===== config.mk =====
export PLATFORM = sky130hd
export DESIGN_NAME = permutation_round_ctrl
export DESIGN_NICKNAME = d
export VERILOG_FILES = /design/src/rtl/permutation_round_ctrl.sv
export SDC_FILE = /design/constraint.sdc
export NUM_CORES = 1
export LEC_CHECK = 0
export CORE_MARGIN = 10
export CORE_UTILIZATION = 40
export DETAILED_ROUTE_END_ITERATION = 8
export PLACE_DENSITY = 0.65
export RECOVER_POWER = 50
export SLEW_MARGIN = 20
export SYNTH_ARGS = -nofsm -noshare
export SYNTH_HDL_FRONTEND = slang
export SYNTH_SLANG_ARGS = --single-unit

===== constraint.sdc =====
create_clock -name clock_i -period 2.95 [get_ports clock_i]
set_input_delay 0.59 -clock clock_i [delete_from_list [all_inputs] [get_ports clock_i]]
set_output_delay 0.59 -clock clock_i [all_outputs]
set_load 0.05 [all_outputs]

===== src/rtl/permutation_round_ctrl.sv =====
// Round sequencer for the iterated ASCON permutation: runs p^a or p^b, one round per clock,
// and drives round index, input-mux select and state-register enable.
module permutation_round_ctrl #(
    parameter int unsigned NB_ROUNDS_A = 12,
    parameter int unsigned NB_ROUNDS_B = 6
) (
    input  logic       clock_i,
    input  logic       reset_i,
    input  logic       start_i,
    input  logic       mode_i,
    output logic [3:0] round_o,
    output logic       select_init_o,
    output logic       en_reg_state_o,
    output logic       busy_o,
    output logic       done_o
);

    typedef enum logic [1:0] {
        IDLE,
        ROUND,
        DONE
    } state_t;

    localparam logic [3:0] LAST_ROUND = 4'd11;
    // Running the last N constants of the 12-round schedule means starting at index 12-N.
    localparam logic [3:0] LOAD_A = 4'(12 - NB_ROUNDS_A);
    localparam logic [3:0] LOAD_B = 4'(12 - NB_ROUNDS_B);

    generate
        if (NB_ROUNDS_A < 1 || NB_ROUNDS_A > 12) begin : g_bad_rounds_a
            $error("permutation_round_ctrl: NB_ROUNDS_A must be in 1..12");
        end
        if (NB_ROUNDS_B < 1 || NB_ROUNDS_B > 12) begin : g_bad_rounds_b
            $error("permutation_round_ctrl: NB_ROUNDS_B must be in 1..12");
        end
    endgenerate

    state_t     state_q;
    logic [3:0] cnt_q;
    logic       first_q;
    logic       mode_q;
    logic [3:0] load_value;

    assign load_value = mode_i ? LOAD_B : LOAD_A;

    // Outputs are registered alongside the state so nothing on them depends combinationally
    // on start_i or mode_i.
    always_ff @(posedge clock_i or posedge reset_i) begin
        if (reset_i) begin
            state_q        <= IDLE;
            cnt_q          <= '0;
            first_q        <= 1'b0;
            mode_q         <= 1'b0;
            round_o        <= '0;
            select_init_o  <= 1'b0;
            en_reg_state_o <= 1'b0;
            busy_o         <= 1'b0;
            done_o         <= 1'b0;
        end else begin
            case (state_q)
                IDLE, DONE: begin
                    if (start_i) begin
                        state_q        <= ROUND;
                        cnt_q          <= load_value;
                        first_q        <= 1'b1;
                        mode_q         <= mode_i;
                        round_o        <= load_value;
                        select_init_o  <= 1'b1;
                        en_reg_state_o <= 1'b1;
                        busy_o         <= 1'b1;
                        done_o         <= 1'b0;
                    end else begin
                        state_q        <= IDLE;
                        first_q        <= 1'b0;
                        round_o        <= '0;
                        select_init_o  <= 1'b0;
                        en_reg_state_o <= 1'b0;
                        busy_o         <= 1'b0;
                        done_o         <= 1'b0;
                    end
                end
                ROUND: begin
                    first_q <= 1'b0;
                    if (cnt_q == LAST_ROUND) begin
                        state_q        <= DONE;
                        round_o        <= '0;
                        select_init_o  <= 1'b0;
                        en_reg_state_o <= 1'b0;
                        busy_o         <= 1'b0;
                        done_o         <= 1'b1;
                    end else begin
                        cnt_q          <= cnt_q + 4'd1;
                        round_o        <= cnt_q + 4'd1;
                        select_init_o  <= 1'b0;
                        en_reg_state_o <= 1'b1;
                        busy_o         <= 1'b1;
                        done_o         <= 1'b0;
                    end
                end
                default: begin
                    state_q        <= IDLE;
                    cnt_q          <= '0;
                    first_q        <= 1'b0;
                    round_o        <= '0;
                    select_init_o  <= 1'b0;
                    en_reg_state_o <= 1'b0;
                    busy_o         <= 1'b0;
                    done_o         <= 1'b0;
                end
            endcase
        end
    end

    // The counter stays within the window of the mode latched at start and never passes 11.
    a_round_window: assert property (@(posedge clock_i) disable iff (reset_i)
        (state_q == ROUND) |-> (cnt_q >= (mode_q ? LOAD_B : LOAD_A)) && (cnt_q <= LAST_ROUND));

    a_select_first: assert property (@(posedge clock_i) disable iff (reset_i)
        (state_q == ROUND) |-> (select_init_o == first_q));

endmodule


==> run_results.csv, run 1 <==
group,metric,value,unit
run_status,status,"finished clean",
sta,setup_viol,0,
cts,cts_setup_buffers,0,
sta,slew_violations,0,
setup_path,crit_arrival,1430,ps
logic_synthesis,synth-simple-area-share,21.49,%
detailed_routing,drc,0,
logic_synthesis,ys_warn_count,0,
sta,worst_pin_slew,505.7,ps
cts,cts_sinks,13,
logic_synthesis,synthDistinctLibCells,22,
global_routing,antenna_found_initial,0,
cells_and_area,final_cell_mix,"dfrtp_1, clkdlybuf4s50_1, nor2_1",
setup_path,crit_chain,"clkdlybuf4s50_1",
die,initial_utilization,43.30,%
setup_path,worst_setup_path_start_kind,"flop",
logic_synthesis,synth_compound_area_share,12.06,%
cells_and_area,area.growth.synth_to_final,23.68,%
logic_synthesis,synth-xor-area-share,1.535,%
pwr,power_density,1232,nW/um2
detailed_routing,vias_per_cell,5.169,
detailed_routing,wl,1.049,mm
logic_synthesis,synth_mux_area_share,1.754,%
die,core,1318,um2
cts,cts_tree,"built",
sta,min_period,2015,ps
pwr,combPwrFrac,51.2,%
min_path,min_path_type,"reg -> reg",
pwr,p_seq_share,35.8,%
sta,rsz0062_at_grt,"false",
sta,skew,2.898,ps
detailed_routing,ant_nets,0,
sta,period_share,68.31,%
setup_path,crit_family,"buffers and inverters",
cells_and_area,final_common_cell,"dfrtp_1",
setup_path,worstSetupEndpointType,"output port",
logic_synthesis,synthesis.instances,54,
sta,final-hold-violation-count,0,
pwr,p_sw_share,46.58,%
cts,htree_levels,1,
detailed_routing,wl_per_cell,12.64,um
die,rows,13,
pwr,p_sw,0.4050,mW
sta,hold_ws,588.8,ps
die,io-pin-count,12,
setup_path,cp.required,2360,ps
place,io_buffer_count,11,
detailed_routing,num_vias,429,
setup_path,critical_path_buf_inv_count,1,
cts,clockBufferDepth,2,
die,die_y,57.77,um
pwr,clkPwrFrac,13.0,%
place,hpwl,785.6,um
cts,ctsResizeCount,0,
logic_synthesis,synth_top_family_by_area,"simple AND/OR/NAND/NOR gates",
die,fp.dieW,57.77,um
detailed_routing,drtIter0Drc,10,
place,gp_congestion,0.7984,
setup_path,path_class,"reg -> out",
pwr,p_leak,0.3079,nW
sta,fin_tns_setup,0,ps
logic_synthesis,synth-seq-cells,13,
sta,slew_headroom,66.18,%
cells_and_area,fin_nets,74,
pwr,intPower,0.4645,mW
sta,max_freq,0.4962,GHz
setup_path,cp_max_fo,2,
detailed_routing,drt_pre_antenna_iters,4,
logic_synthesis,yosys.area_share.adder,2.193,%
logic_synthesis,synthesis.area,570.5,um2
cells_and_area,layout-drive-gt1-share,5.882,%
die,design.die.area,3337,um2
global_routing,grt_usage,6.508,%
logic_synthesis,yosysSeqAreaShare,57.02,%
global_routing,overflow,0,
pwr,vdd_drop_max,484.1,uV
logic_synthesis,synth.avg_cell_area,10.57,um2
cts,path_clk_slew,80,ps
cells_and_area,n_antenna_cell,0,
global_routing,grt_pass1_vias,404,
cts,cts_hold_buf,0,
logic_synthesis,syn_nets,59,
flow_run,maxCapViolations,0,
cts,clock-root-buffer,"clkbuf_4",
cts,clk_latency,280,ps
cts,numCtsBuffers,3,
setup_path,slowest_delay,800,ps
global_routing,grt_pass1_wl,1.731,mm
global_routing,grt_max_degree,14,
setup_path,crit_slowest_cell,"clkdlybuf4s50_1",
[worst paths after layout]
kind | from | to | slack [ps] | cells after the start
min | state_q[0] | select_init_o | 590 | 1
min in group asynchronous | reset_i | round_o[0] | 760 | 2
min reg2reg | state_q[0] | select_init_o | 590 | 1
max in group asynchronous | reset_i | state_q[1] | 1870 | 2
max | busy_o | en_reg_state_o | 930 | 1
max reg2reg | cnt_q[0] | cnt_q[1] | 1450 | 4
[state kept, by name (all words and copies together), names as in the netlist]
| register | count |
|---|---|
| busy_o | 1 |
| cnt_q | 4 |
| done_o | 1 |
| round_o | 4 |
| select_init_o | 1 |
| state_q | 2 |
[layer usage]
metal | wire length, um | global-route usage, % | part of all wire (%)
met2 | 406 | 9.202 | 39
met5 | 0 | 0 | 0
met1 | 467 | 6.858 | 45
met3 | 140 | 3.922 | 13
met4 | 35 | 5.034 | 3.3
[final cells by class]
cell class | count | area (um2)
flip-flops and latches | 13 | 325.3
repair buffers | 11 | 110.1
multi-input cells | 36 | 210.2
well taps | 15 | 18.77
fillers | 128 | 611.8
inverters | 4 | 15.01
clock buffers | 4 | 26.28
[logic make-up (layout without fill, tap and decap cells)]
logic type | Yosys count | after routing
muxes | 1 | 1
adders and majority gates | 1 | 1
AOI/OAI and AO/OA | 12 | 12
and+or+nand+nor | 21 | 21
xor gates and xnor gates | 1 | 1
buffers and inverters | 5 | 19
DFF | 13 | 13
[synthesized netlist by cell type]
cell	count	area, um2
inv_1	3	11.26
dfrtp_1	13	325.3
a31oi_1	1	6.260
o2bb2ai_1	1	8.760
o22ai_1	3	18.77
or3_1	1	6.260
nand3_1	2	10.01
xnor2_1	1	8.760
o21ai_0	3	15.01
nand3b_4	1	20.02
nor2_1	5	18.77
nand2_1	4	15.01
nand2b_1	3	18.77
nor3b_1	1	7.510
ha_1	1	12.51
mux2i_1	1	10.01
nand4_1	1	6.260
buf_4	1	7.510
nor2b_1	2	12.51
inv_2	1	3.750
and2b_1	1	7.510
a21oi_1	4	20.02
[power by group through the flow]
stage	clock network, mW	logic [mW]	registers (mW)
CTS	0.114	0.462	0.313
global placement	0	0.454	0.316
detailed placement	0	0.461	0.317
floorplan	0	0.222	0.428
finish	0.113	0.446	0.311
global route	0.122	0.494	0.320
[metrics by stage]
stage / std cells / instance area (um2) / power, mW / util [%] / setup slack [ps]
finish: 83 / 705.7 / 0.8695 / 53.56 / 934.9
global route: 83 / 705.7 / 0.9361 / 53.56 / 892.4
CTS: 83 / 718.2 / 0.8894 / 54.51 / 921.5
detailed placement: 79 / 691.9 / 0.7782 / 52.52 / 1229
global placement: 79 / 691.9 / 0.7695 / 52.52 / 1234
floorplan: 54 / 570.5 / 0.6507 / - / 1474
No activity file was read; power rests on OpenSTA's default activity.
==> inputs of run 2 (changes only) <==
- clock period: 2.95 -> 2.1 ns (I/O delays scaled with it)
==> results of run 2 <==
The final DEF is identical to that of run 1. Status: finished clean.
Among the figures that moved: setup slack after placement 1229 ps -> 549.1 ps; setup slack after layout 934.9 ps -> 254.9 ps; hold slack 588.8 ps -> 585.5 ps; register-to-register setup slack 1450 ps -> 600 ps; total power 0.8695 mW -> 1.221 mW; worst IR drop on VDD 484.1 uV -> 680.0 uV
